`src/rtl/quad_phase_decoder.sv`:
```
// Quadrature decoder: synchronizes phase A/B, counts legal steps up/down,
// flags illegal double-bit jumps and tracks steady same-direction rotation.
module quad_phase_decoder #(
    parameter int CNT_W    = 16,
    parameter int LOCK_CNT = 4
) (
    input  logic             clk,
    input  logic             rst,
    input  logic             ph_a,
    input  logic             ph_b,
    input  logic             clr,
    output logic [CNT_W-1:0] position,
    output logic             dir,
    output logic             step,
    output logic             err,
    output logic             lock,
    output logic [7:0]       err_cnt
);

    typedef enum logic [1:0] {UNLOCKED, TRACK, LOCKED} lock_state_t;

    localparam logic [3:0] LOCK_RUN = 4'(LOCK_CNT);

    logic [1:0]       sync_a_q, sync_b_q;
    logic [1:0]       s;
    logic [1:0]       p_q, p_d;
    logic [1:0]       warm_q, warm_d;
    logic [CNT_W-1:0] position_q, position_d;
    logic             dir_q, dir_d;
    logic             step_q, step_d;
    logic             err_q, err_d;
    logic [7:0]       err_cnt_q, err_cnt_d;
    lock_state_t      state_q, state_d;
    logic [3:0]       run_q, run_d;
    logic             is_fwd, is_rev, is_ill, evaluate;

    assign s = {sync_a_q[1], sync_b_q[1]};

    // Forward order 00->10->11->01 is a rotation: next = {~p[0], p[1]}.
    assign is_fwd   = (s == {~p_q[0], p_q[1]});
    assign is_rev   = (s == {p_q[0], ~p_q[1]});
    assign is_ill   = (s == ~p_q);
    // The synchronizers come out of reset holding 00, so p keeps reloading
    // until real pin levels have propagated; otherwise pins at 11 would
    // look like a jump right after release.
    assign evaluate = (warm_q == 2'd0);

    always_comb begin
        p_d        = s;
        warm_d     = evaluate ? 2'd0 : warm_q - 2'd1;
        position_d = position_q;
        dir_d      = dir_q;
        step_d     = 1'b0;
        err_d      = 1'b0;
        err_cnt_d  = err_cnt_q;
        state_d    = state_q;
        run_d      = run_q;

        if (evaluate) begin
            if (is_fwd || is_rev) begin
                step_d     = 1'b1;
                dir_d      = is_fwd;
                position_d = is_fwd ? position_q + CNT_W'(1) : position_q - CNT_W'(1);
                case (state_q)
                    UNLOCKED: begin
                        state_d = TRACK;
                        run_d   = 4'd1;
                    end
                    TRACK: begin
                        if (is_fwd == dir_q) begin
                            run_d = run_q + 4'd1;
                            if (run_q + 4'd1 == LOCK_RUN) state_d = LOCKED;
                        end else begin
                            run_d = 4'd1;
                        end
                    end
                    LOCKED: begin
                        if (is_fwd != dir_q) begin
                            state_d = TRACK;
                            run_d   = 4'd1;
                        end
                    end
                    default: begin
                        state_d = UNLOCKED;
                        run_d   = 4'd0;
                    end
                endcase
            end else if (is_ill) begin
                err_d     = 1'b1;
                err_cnt_d = (err_cnt_q != 8'hFF) ? err_cnt_q + 8'd1 : err_cnt_q;
                state_d   = UNLOCKED;
                run_d     = 4'd0;
            end
        end

        if (clr) begin
            position_d = '0;
            err_cnt_d  = 8'd0;
        end
    end

    always_ff @(posedge clk or posedge rst) begin
        if (rst) begin
            sync_a_q   <= 2'b00;
            sync_b_q   <= 2'b00;
            p_q        <= 2'b00;
            warm_q     <= 2'd3;
            position_q <= '0;
            dir_q      <= 1'b1;
            step_q     <= 1'b0;
            err_q      <= 1'b0;
            err_cnt_q  <= 8'd0;
            state_q    <= UNLOCKED;
            run_q      <= 4'd0;
        end else begin
            sync_a_q   <= {sync_a_q[0], ph_a};
            sync_b_q   <= {sync_b_q[0], ph_b};
            p_q        <= p_d;
            warm_q     <= warm_d;
            position_q <= position_d;
            dir_q      <= dir_d;
            step_q     <= step_d;
            err_q      <= err_d;
            err_cnt_q  <= err_cnt_d;
            state_q    <= state_d;
            run_q      <= run_d;
        end
    end

    assign position = position_q;
    assign dir      = dir_q;
    assign step     = step_q;
    assign err      = err_q;
    assign lock     = (state_q == LOCKED);
    assign err_cnt  = err_cnt_q;

endmodule

```
`config.mk`:
```
export PLATFORM = sky130hd
export DESIGN_NAME = quad_phase_decoder
export DESIGN_NICKNAME = d
export VERILOG_FILES = /design/src/rtl/quad_phase_decoder.sv
export SDC_FILE = /design/constraint.sdc
export NUM_CORES = 1
export LEC_CHECK = 0
export BUFFER_PORTS_ARGS = -buffer_cell sky130_fd_sc_hd__buf_4
export CAP_MARGIN = 20
export CORE_MARGIN = 1
export CORE_UTILIZATION = 45
export CTS_CLUSTER_SIZE = 20
export DETAILED_ROUTE_END_ITERATION = 8
export GPL_ROUTABILITY_DRIVEN = 0
export PLACE_DENSITY = 0.7
export REMOVE_ABC_BUFFERS = 1
export SYNTH_ARGS = -nofsm -noshare
export SYNTH_HDL_FRONTEND = slang
export SYNTH_SLANG_ARGS = --single-unit
```
`constraint.sdc`:
```
create_clock -name clk -period 5.3 [get_ports clk]
set_clock_uncertainty 0.05 [all_clocks]
set_input_delay 0.265 -clock clk [delete_from_list [all_inputs] [get_ports clk]]
set_output_delay 0.265 -clock clk [all_outputs]
set_load 0.02 [all_outputs]
```
==> flow_metrics.tcl, run 1 <==
set metrics [dict create \
    rr_startpoint "sync_b_q[1]" \
    critical_path.cell_chain "xor2_1, nor2_1, inv_1, fa_1, nand3_1, and2_1, o21ai_0, a31o_2, or4_1, nand3b_1" \
    power_mw 1.61 \
    detailroute.via_count 2134 \
    cts_htree_levels 2 \
    gr-total-overflow 0 \
    final_core_utilization 0.548 \
    design.die.area_sq_um 6100 \
    final_design_area_no_fill_sq_um 3030 \
    wl_per_cell_microns 14.3 \
    synth.top_cells.by_count "sky130_fd_sc_hd__dfrtp_1, sky130_fd_sc_hd__nand2_1, sky130_fd_sc_hd__nor2_1" \
    cp.required_ps 5490 \
    row_count 27 \
    timing_max_transition_violations_final 0 \
    design.portCount 33 \
    sequential_fraction_of_design_power 0.283 \
    yosysTopAreaCell "sky130_fd_sc_hd__dfrtp_1" \
    synth_seq_area_share 0.395 \
    post_synth_main_area_contributors "sky130_fd_sc_hd__dfrtp_1, sky130_fd_sc_hd__ha_1, sky130_fd_sc_hd__xnor2_1" \
    clock_latency_ps 300 \
    tritoncts "yes" \
    place_area_sq_um 2910 \
    power.static_leakage_nw 1.38 \
    critical_path_class "flip-flop to flip-flop" \
    yosys.area.top_type_share 0.365 \
    grt_antenna_before_repair 0 \
    synth.lib_cells_used.distinct 54 \
    worst_hold_path_type "primary input to flip-flop" \
    stdcell_count 385 \
    synthToLayoutAreaGrowth_pct 16.4 \
    yosysMostFrequentCell "sky130_fd_sc_hd__dfrtp_1" \
    place.detailed.hpwl_microns 3900 \
    grt_max_degree 42 \
    synth_cells 279 \
    crit_family "simple AND/OR/NAND/NOR gates" \
    detail_route.wirelength_microns 5500 \
    preCtsSetupSlack_ps 1970 \
    drc 0 \
    numPlacedInstances 377 \
    hold_viol 0 \
    root_buffer "sky130_fd_sc_hd__clkbuf_8" \
    period_needed_ps 3380 \
    sinks_on_the_clock_net 41 \
    worst_setup_path_start_kind "flip-flop" \
    cts.reportedPaths.clkPinSlew_ps 80 \
    grt_setup_unrepaired "no" \
    worst_setup_path_end_kind "flip-flop" \
    remaining_max_slew_budget_at_the_tightest_pin 0.525 \
    max-clock-path-buffers 2 \
    finish_stage_setup_viols 0 \
    count_of_inserted_antenna_diode_cells 0 \
    synth_edf_count 0 \
    grt_pass1_vias 2170 \
    first_pass_iters 4 \
    num-nets-final 337 \
    num_cts_buffers 5 \
    final.setup.worst_slack_ps 1920 \
    worst_path_maximum_fanout 21 \
    timing.critical_path.slowest_cell_delay_ps 550 \
    power_per_cell_area_nw_per_um2 530 \
    drive_above_1_share 0.173 \
    fin_crit_sh 0.637 \
    totalNegativeSetupSlack_ps 0 \
    power.share.switching 0.425 \
    arrival_ps 3560 \
    gr-usage-all-layers 0.201 \
    internal_power_uw 924 \
    chipWidth_microns 78.1 \
    worstPathBufferInverterCount 1 \
    drtIter0Drc 59 \
    cap_viol_max_count 0 \
    average_instance_area_after_synthesis_sq_um 9.34 \
    yosysWarningCount 0 \
    worstHoldStart "ph_b" \
    flip_flop_and_latch_count_after_synthesis 41 \
    post-cts-setup-buffers 0 \
    worst-slew-pin-transition_ps 712 \
    synth_flop_cell "sky130_fd_sc_hd__dfrtp_1" \
    start_util 0.470 \
    max_freq_mhz 296 \
    synth-async-reset-ratio 1.00 \
    cts_resized 0 \
    design.core.area_sq_um 5540 \
    die_h_microns 78.1 \
    ant_nets 0 \
    clock_network_fraction_of_design_power 0.166 \
    buffer_ports.inserted 32 \
    worst_hold_slack_ps 20.6 \
    fill_cells 541 \
    critical_path.slowest_cell "sky130_fd_sc_hd__fa_1" \
    power_frac_comb 0.550 \
    outcome "finished clean" \
    timing.critical_path.from "sync_b_q[1]" \
    vdd.ir_drop.worst_mv 0.349 \
    syn-cell-area_sq_um 2610 \
    post_drt_via_cell_ratio 5.54 \
    ctsHoldBuffers 0 \
    grt_first_pass_wirelength_microns 9770 \
    total_switching_power_uw 683 \
]
-- cells in the final DEF (no fill, tap or decap), types with 2 or more instances in the layout --
| master | count |
|---|---|
| sky130_fd_sc_hd__o211ai_1 | 2 |
| sky130_fd_sc_hd__nand3_1 | 9 |
| sky130_fd_sc_hd__o21a_1 | 2 |
| sky130_fd_sc_hd__nand2b_1 | 3 |
| sky130_fd_sc_hd__xor2_1 | 5 |
| sky130_fd_sc_hd__nor3_1 | 3 |
| sky130_fd_sc_hd__a22o_1 | 2 |
| sky130_fd_sc_hd__nor2b_1 | 3 |
| sky130_fd_sc_hd__dfrtp_1 | 38 |
| sky130_fd_sc_hd__o31ai_1 | 2 |
| sky130_fd_sc_hd__ha_1 | 19 |
| sky130_fd_sc_hd__inv_1 | 7 |
| sky130_fd_sc_hd__a31o_2 | 2 |
| sky130_fd_sc_hd__nand3b_1 | 8 |
| sky130_fd_sc_hd__nand2_1 | 29 |
| sky130_fd_sc_hd__nand4_1 | 3 |
| sky130_fd_sc_hd__nor2_1 | 25 |
| sky130_fd_sc_hd__nor4_1 | 4 |
| sky130_fd_sc_hd__xnor2_1 | 24 |
| sky130_fd_sc_hd__a211o_1 | 2 |
| sky130_fd_sc_hd__clkbuf_8 | 6 |
| sky130_fd_sc_hd__a21o_1 | 6 |
| sky130_fd_sc_hd__and2_1 | 2 |
| sky130_fd_sc_hd__dfstp_2 | 3 |
| sky130_fd_sc_hd__inv_2 | 2 |
| sky130_fd_sc_hd__and3_1 | 7 |
| sky130_fd_sc_hd__buf_4 | 33 |
| sky130_fd_sc_hd__a211oi_1 | 6 |
| sky130_fd_sc_hd__a21oi_1 | 19 |
| sky130_fd_sc_hd__o21ai_0 | 12 |
| sky130_fd_sc_hd__o22ai_1 | 2 |
-- per-layer routing --
layer / GRT usage / routed length (microns) / up-vias
li1: - / - / 1069
met1: 0.254 / 2640 / 1023
met2: 0.347 / 2630 / 37
met3: 0.0326 / 174 / 5
met4: 0.0685 / 61 / 0
met5: 0 / 0 / -
-- flip-flops by register name, indices dropped and copies added (netlist names) --
name and count:
p_q 2, dir 1, position 16, state_q 2
err 1, err_cnt 8, sync_b_q 2, warm_q 2
run_q 4, step 1, sync_a_q 2
-- cells by family (layout without fill, tap and decap cells) --
group	Yosys count	in the layout	share of synthesized area
simple gates	105	105	0.211
flops	41	41	0.395
buf+inv	16	50	0.0245
fa+ha+maj	21	21	0.103
mux	1	1	0.00384
compound gates	66	66	0.165
xor+xnor	29	29	0.0975
-- final timing paths --
kind | end | slack [ps] | cells past startpoint
setup / recovery | position[12] | 1920 | 10
hold / removal | sync_b_q[0] | 20 | 1
setup reg to reg | position[12] | 1920 | 10
hold reg to reg | sync_b_q[1] | 300 | 0
max in group asynchronous | dir | 4780 | 3
min in group asynchronous | run_q[1] | 50 | 3
-- layout make-up --
class | instances | area [sq um] | share of cell area
clock buffers | 6 | 82.6 | 0.0272
clock inverters | 2 | 37.5 | 0.0124
inverters | 9 | 33.8 | 0.0111
multi-input cells | 222 | 1510 | 0.499
flip-flops and latches | 41 | 1030 | 0.339
well taps | 72 | 90.1 | 0.0297
repair buffers | 33 | 248 | 0.0816
-- power by group through the flow --
stage               clock, mW  sequential (mW)  combinational, mW
floorplan                   0            0.510              0.594
global placement            0            0.459              0.864
detailed placement          0            0.460              0.877
CTS                     0.275            0.456              0.883
global route            0.289            0.468              0.991
finish                  0.267            0.456              0.885
(Power assumes the default switching activity.)
==> inputs of run 2 (changes only) <==
- clock period: 5.3 -> 3.19 ns (I/O delays scaled with it)
==> run 2 against run 1 <==
Effect of this change:
- core utilization is 0.88 points higher
- clock-buffer cell count rose by 1
- maximum frequency increased by 15%
- flip-flop and latch count is the same
- first-iteration DRC count grew 83%
- cell count increased by 1.6%
- routed wire length increased by 3.2%
- total power grew 68%
- non-clock buffer count up 6
- clock power is 67% higher
- sequential share of layout area down 0.54 points
- setup slack worse by 1700 ps
- largest cell class unchanged
- highest routed layer unchanged
==> flow_metrics.tcl, run 2 (synthesis gave the netlist of run 1 again) <==
set metrics [dict create \
    tritoncts "yes" \
    sinks_on_the_clock_net 41 \
    arrival_ps 3120 \
    place.detailed.hpwl_microns 4030 \
    power_per_cell_area_nw_per_um2 875 \
    start_util 0.470 \
    worst-slew-pin-transition_ps 522 \
    finish_stage_setup_viols 0 \
    drive_above_1_share 0.179 \
    drtIter0Drc 108 \
    final_design_area_no_fill_sq_um 3080 \
    grt_first_pass_wirelength_microns 9910 \
    design.core.area_sq_um 5540 \
    final.setup.worst_slack_ps 246 \
    worst_setup_path_start_kind "flip-flop" \
    remaining_max_slew_budget_at_the_tightest_pin 0.652 \
    flip_flop_count_of_the_largest_register_after_layout 16 \
    detailroute.via_count 2194 \
    layout_commonest_cell "sky130_fd_sc_hd__dfrtp_1" \
    reg2reg_slack_ps 250 \
    cp.required_ps 3370 \
    timing.critical_path.from "sync_b_q[1]" \
    gr-usage-all-layers 0.202 \
    worstHoldStart "clr" \
    multi_input_comb_area_sq_um 1510 \
    vdd.ir_drop.worst_mv 0.540 \
    ant_nets 0 \
    worst_hold_path_type "primary input to flip-flop" \
    chipWidth_microns 78.1 \
    stdcell_count 391 \
    totalNegativeSetupSlack_ps 0 \
    final_core_utilization 0.556 \
    clock_latency_ps 300 \
    worst_path_maximum_fanout 12 \
    post-cts-setup-buffers 0 \
    post_drt_via_cell_ratio 5.61 \
    outcome "finished clean" \
    total_switching_power_mw 1.15 \
    fin_crit_sh 0.923 \
    num-nets-final 343 \
    most-common-layout-cells "sky130_fd_sc_hd__dfrtp_1, sky130_fd_sc_hd__buf_4, sky130_fd_sc_hd__nand2_1" \
    worst_hold_slack_ps 185 \
    timing_max_transition_violations_final 0 \
    r2r.worst_path.cells 10 \
    power_frac_comb 0.554 \
    first_pass_iters 4 \
    max-clock-path-buffers 2 \
    die_h_microns 78.1 \
    seqCellArea_sq_um 1030 \
    count_of_inserted_antenna_diode_cells 0 \
    period_needed_ps 2940 \
    rr_startpoint "sync_b_q[1]" \
    max_freq_mhz 340 \
    fill_cells 541 \
    row_count 27 \
    internal_power_mw 1.55 \
    r2r_end "position[12]" \
    grt_setup_unrepaired "no" \
    cts_htree_levels 2 \
    critical_path_class "flip-flop to flip-flop" \
    design.die.area_sq_um 6100 \
    root_buffer "sky130_fd_sc_hd__clkbuf_8" \
    numPlacedInstances 380 \
    hold_viol 0 \
    hold-path-cell-count 2 \
    preCtsSetupSlack_ps 184 \
    gr-total-overflow 0 \
    clock_network_fraction_of_design_power 0.166 \
    synthToLayoutAreaGrowth_pct 18.3 \
    cap_viol_max_count 0 \
    power.share.switching 0.425 \
    sequential_fraction_of_design_power 0.281 \
    place_area_sq_um 2940 \
    drc 0 \
    worst_setup_path_end_kind "flip-flop" \
    wl_per_cell_microns 14.5 \
    detail_route.wirelength_microns 5680 \
    grt_antenna_before_repair 0 \
    grt_pass1_vias 2169 \
    grt_max_degree 42 \
    design.portCount 33 \
    buffer_ports.inserted 32 \
    worst_hold_path.endpoint "position[7]" \
    cts.reportedPaths.clkPinSlew_ps 80 \
    power.static_leakage_nw 1.41 \
    power_mw 2.70 \
    num_cts_buffers 5 \
]
==> run 2: cell count changes in the layout (fill, tap and decap cells not counted) <==
cell | before | now
sky130_fd_sc_hd__clkinvlp_4 | 1 | 0
sky130_fd_sc_hd__buf_4 | 33 | 36
sky130_fd_sc_hd__dlygate4sd3_1 | 0 | 3
sky130_fd_sc_hd__inv_1 | 7 | 6
sky130_fd_sc_hd__inv_2 | 2 | 3
sky130_fd_sc_hd__clkbuf_1 | 0 | 1
==> run 2: worst max path at each step <==
stage / endpoint / cells after the start
4_1_cts: position[12] / 10
6_report: position[12] / 10
2_1_floorplan: position[12] / 10
3_3_place_gp: position[12] / 10
5_1_grt: position[12] / 10
3_5_place_dp: position[12] / 10
==> run 2: timing repair <==
item,in CTS,in global routing
setup endpoints to repair,0,4
hold buffers,3,0
hold endpoints to repair,40,0
resized for setup,0,1
==> run 2: power groups by stage <==
| stage | combinational (mW) | sequential [mW] | clock [mW] |
|---|---|---|---|
| final | 1.49 | 0.758 | 0.447 |
| after CTS | 1.49 | 0.757 | 0.452 |
| after floorplan | 0.986 | 0.848 | 0 |
| after detailed placement | 1.47 | 0.764 | 0 |
| after global placement | 1.45 | 0.764 | 0 |
| after global routing | 1.65 | 0.776 | 0.474 |
==> run 2: cell type report <==
cell class / count / share of cell area
timing repair buffer: 39 / 0.0974
clock inverter: 1 / 0.00974
clock buffer: 7 / 0.0280
sequential: 41 / 0.334
multi-input combinational: 222 / 0.491
tap: 72 / 0.0292
inverter: 9 / 0.0110
==> run 2: worst max-delay path, stage by stage (launching register included) <==
cell                       delay, ps
sky130_fd_sc_hd__dfrtp_1         440
sky130_fd_sc_hd__xor2_1          190
sky130_fd_sc_hd__nor2_1          190
sky130_fd_sc_hd__inv_2           160
sky130_fd_sc_hd__fa_1            430
sky130_fd_sc_hd__nand3_1         120
sky130_fd_sc_hd__and2_1          170
sky130_fd_sc_hd__o21ai_0         200
sky130_fd_sc_hd__a31o_2          310
sky130_fd_sc_hd__or4_1           500
sky130_fd_sc_hd__nand3b_1        120
==> run 2: routing by layer <==
| metal | global-route usage | part of all wire | vias up |
|---|---|---|---|
| li1 | - | - | 1082 |
| met5 | 0 | 0 | - |
| met3 | 0.0395 | 0.034 | 7 |
| met4 | 0.0519 | 0.0097 | 0 |
| met2 | 0.345 | 0.48 | 47 |
| met1 | 0.263 | 0.48 | 1058 |
==> inputs of run 3 (changes only) <==
==> constraint.sdc (replaced) <==
create_clock -name clk -period 3.19 [get_ports clk]
set_clock_uncertainty 0.05 [all_clocks]
set_input_delay 0.957 -clock clk [delete_from_list [all_inputs] [get_ports clk]]
set_output_delay 0.957 -clock clk [all_outputs]
set_load 0.02 [all_outputs]
==> run 3 against run 2 <==
Effect of this change:
- die area did not move
- cell count shrank 0.77%
- clock power fell by 2%
- setup slack improved by 65 ps
- critical endpoint unchanged
- largest cell class unchanged
- core utilization down 0.54 points
- register-to-register slack better by 60 ps
- critical path depth did not move
- total power down 0.72%
- worst hold slack better by 110 ps
- via count decreased by 1.7%
- sequential power hardly changed
==> flow_metrics.tcl, run 3 (synthesis gave the netlist of run 1 again) <==
set metrics [dict create \
    outcome "finished clean" \
    grt_antenna_before_repair 0 \
    total_switching_power_mw 1.13 \
    gr-usage-all-layers 0.201 \
    power.static_leakage_nw 1.40 \
    num_cts_buffers 5 \
    ant_nets 0 \
    power_per_cell_area_nw_per_um2 878 \
    root_buffer "sky130_fd_sc_hd__clkbuf_8" \
    max_freq_mhz 347 \
    layout_commonest_cell "sky130_fd_sc_hd__dfrtp_1" \
    num-nets-final 340 \
    grt_setup_unrepaired "no" \
    design.core.area_sq_um 5540 \
    wl_per_cell_microns 14.2 \
    fin_crit_sh 0.902 \
    grt_max_degree 42 \
    power.share.switching 0.423 \
    sinks_on_the_clock_net 41 \
    drive_above_1_share 0.180 \
    hold_viol 0 \
    arrival_ps 3060 \
    final_design_area_no_fill_sq_um 3050 \
    cap_viol_max_count 0 \
    synthToLayoutAreaGrowth_pct 17.1 \
    first_pass_iters 4 \
    numPlacedInstances 380 \
    period_needed_ps 2880 \
    stdcell_count 388 \
    grt_pass1_vias 2140 \
    clock_latency_ps 290 \
    detail_route.wirelength_microns 5530 \
    flip_flop_count_of_the_largest_register_after_layout 16 \
    row_count 27 \
    design.die.area_sq_um 6100 \
    most-common-layout-cells "sky130_fd_sc_hd__dfrtp_1, sky130_fd_sc_hd__buf_4, sky130_fd_sc_hd__nand2_1" \
    post_drt_via_cell_ratio 5.56 \
    grt_first_pass_wirelength_microns 9810 \
    die_h_microns 78.1 \
    start_util 0.470 \
    sequential_fraction_of_design_power 0.283 \
    timing_max_transition_violations_final 0 \
    drc 0 \
    internal_power_mw 1.55 \
    cts_htree_levels 2 \
    count_of_inserted_antenna_diode_cells 0 \
    design.portCount 33 \
    drtIter0Drc 60 \
    cts.reportedPaths.clkPinSlew_ps 80 \
    cp.required_ps 3380 \
    worst_setup_path_end_kind "flip-flop" \
    clock_network_fraction_of_design_power 0.163 \
    place.detailed.hpwl_microns 3940 \
    finish_stage_setup_viols 0 \
    fill_cells 519 \
    worst-slew-pin-transition_ps 516 \
    buffer_ports.inserted 32 \
    power_mw 2.68 \
    chipWidth_microns 78.1 \
    totalNegativeSetupSlack_ps 0 \
    tritoncts "yes" \
    detailroute.via_count 2156 \
    worst_hold_path_type "flip-flop to flip-flop" \
    critical_path_class "flip-flop to flip-flop" \
    vdd.ir_drop.worst_mv 0.557 \
    worst_setup_path_start_kind "flip-flop" \
    max-clock-path-buffers 2 \
    power_frac_comb 0.555 \
    remaining_max_slew_budget_at_the_tightest_pin 0.656 \
    place_area_sq_um 2940 \
    worst_path_maximum_fanout 12 \
    gr-total-overflow 0 \
]
## run 3: cell count changes in the layout (fill, tap and decap cells not counted)
cell,previous run,this run
sky130_fd_sc_hd__dlygate4sd3_1,3,0
## run 3: repair_timing
item | 4_1_cts | 5_1_grt
setup buffers | 0 | 0
hold buffers | 0 | 0
hold endpoints to repair | 0 | 0
setup endpoints to repair | 0 | 1
gates resized for setup | 0 | 1
## run 3: final timing paths
path,from,to,slack (ps),cells after the start
worst max-delay path,p_q[1],position[12],310,10
worst min-delay path,sync_b_q[0],sync_b_q[1],300,0
worst max register to register,p_q[1],position[12],310,10
worst min register to register,sync_b_q[0],sync_b_q[1],300,0
max in group asynchronous,rst,dir,1970,3
min in group asynchronous,rst,err_cnt[6],760,3
## run 3: area by class of cell
cell class / instances / area [sq um] / share of cell area
multi-input combinational: 222 / 1510 / 0.495
sequential: 41 / 1030 / 0.337
timing repair buffer: 36 / 270 / 0.0885
tap: 72 / 90.1 / 0.0295
clock buffer: 7 / 86.3 / 0.0283
inverter: 9 / 33.8 / 0.0111
clock inverter: 1 / 30.0 / 0.00984
## run 3: layer usage
layer | share of wire | global-route usage
met4 | 0.0096 | 0.0593
met2 | 0.48 | 0.345
met5 | 0 | 0
met3 | 0.033 | 0.0360
met1 | 0.48 | 0.258
## run 3: metrics by stage
| stage | hold slack [ps] | util | worst slack [ps] |
|---|---|---|---|
| 2_1_floorplan | 281 | - | 187 |
| 3_3_place_gp | 286 | 0.530 | 289 |
| 3_5_place_dp | 286 | 0.530 | 214 |
| 4_1_cts | 303 | 0.551 | 198 |
| 5_1_grt | 317 | 0.551 | 128 |
| 6_report | 300 | 0.551 | 311 |
## run 3: power groups by stage
stage               registers [mW]  clock network (mW)  logic [mW]
CTS                          0.758               0.453        1.48
floorplan                    0.848                   0       0.986
global route                 0.775               0.472        1.65
global placement             0.766                   0        1.45
detailed placement           0.765                   0        1.47
finish                       0.757               0.436        1.49
## run 3: worst max-delay path, stage by stage, from the launching register on
cell                       delay [ps]
sky130_fd_sc_hd__dfrtp_1          420
sky130_fd_sc_hd__xor2_1           190
sky130_fd_sc_hd__nor2_1           180
sky130_fd_sc_hd__inv_2            150
sky130_fd_sc_hd__fa_1             420
sky130_fd_sc_hd__nand3_1          120
sky130_fd_sc_hd__and2_1           170
sky130_fd_sc_hd__o21ai_0          210
sky130_fd_sc_hd__a31o_2           320
sky130_fd_sc_hd__or4_1            500
sky130_fd_sc_hd__nand3b_1          90
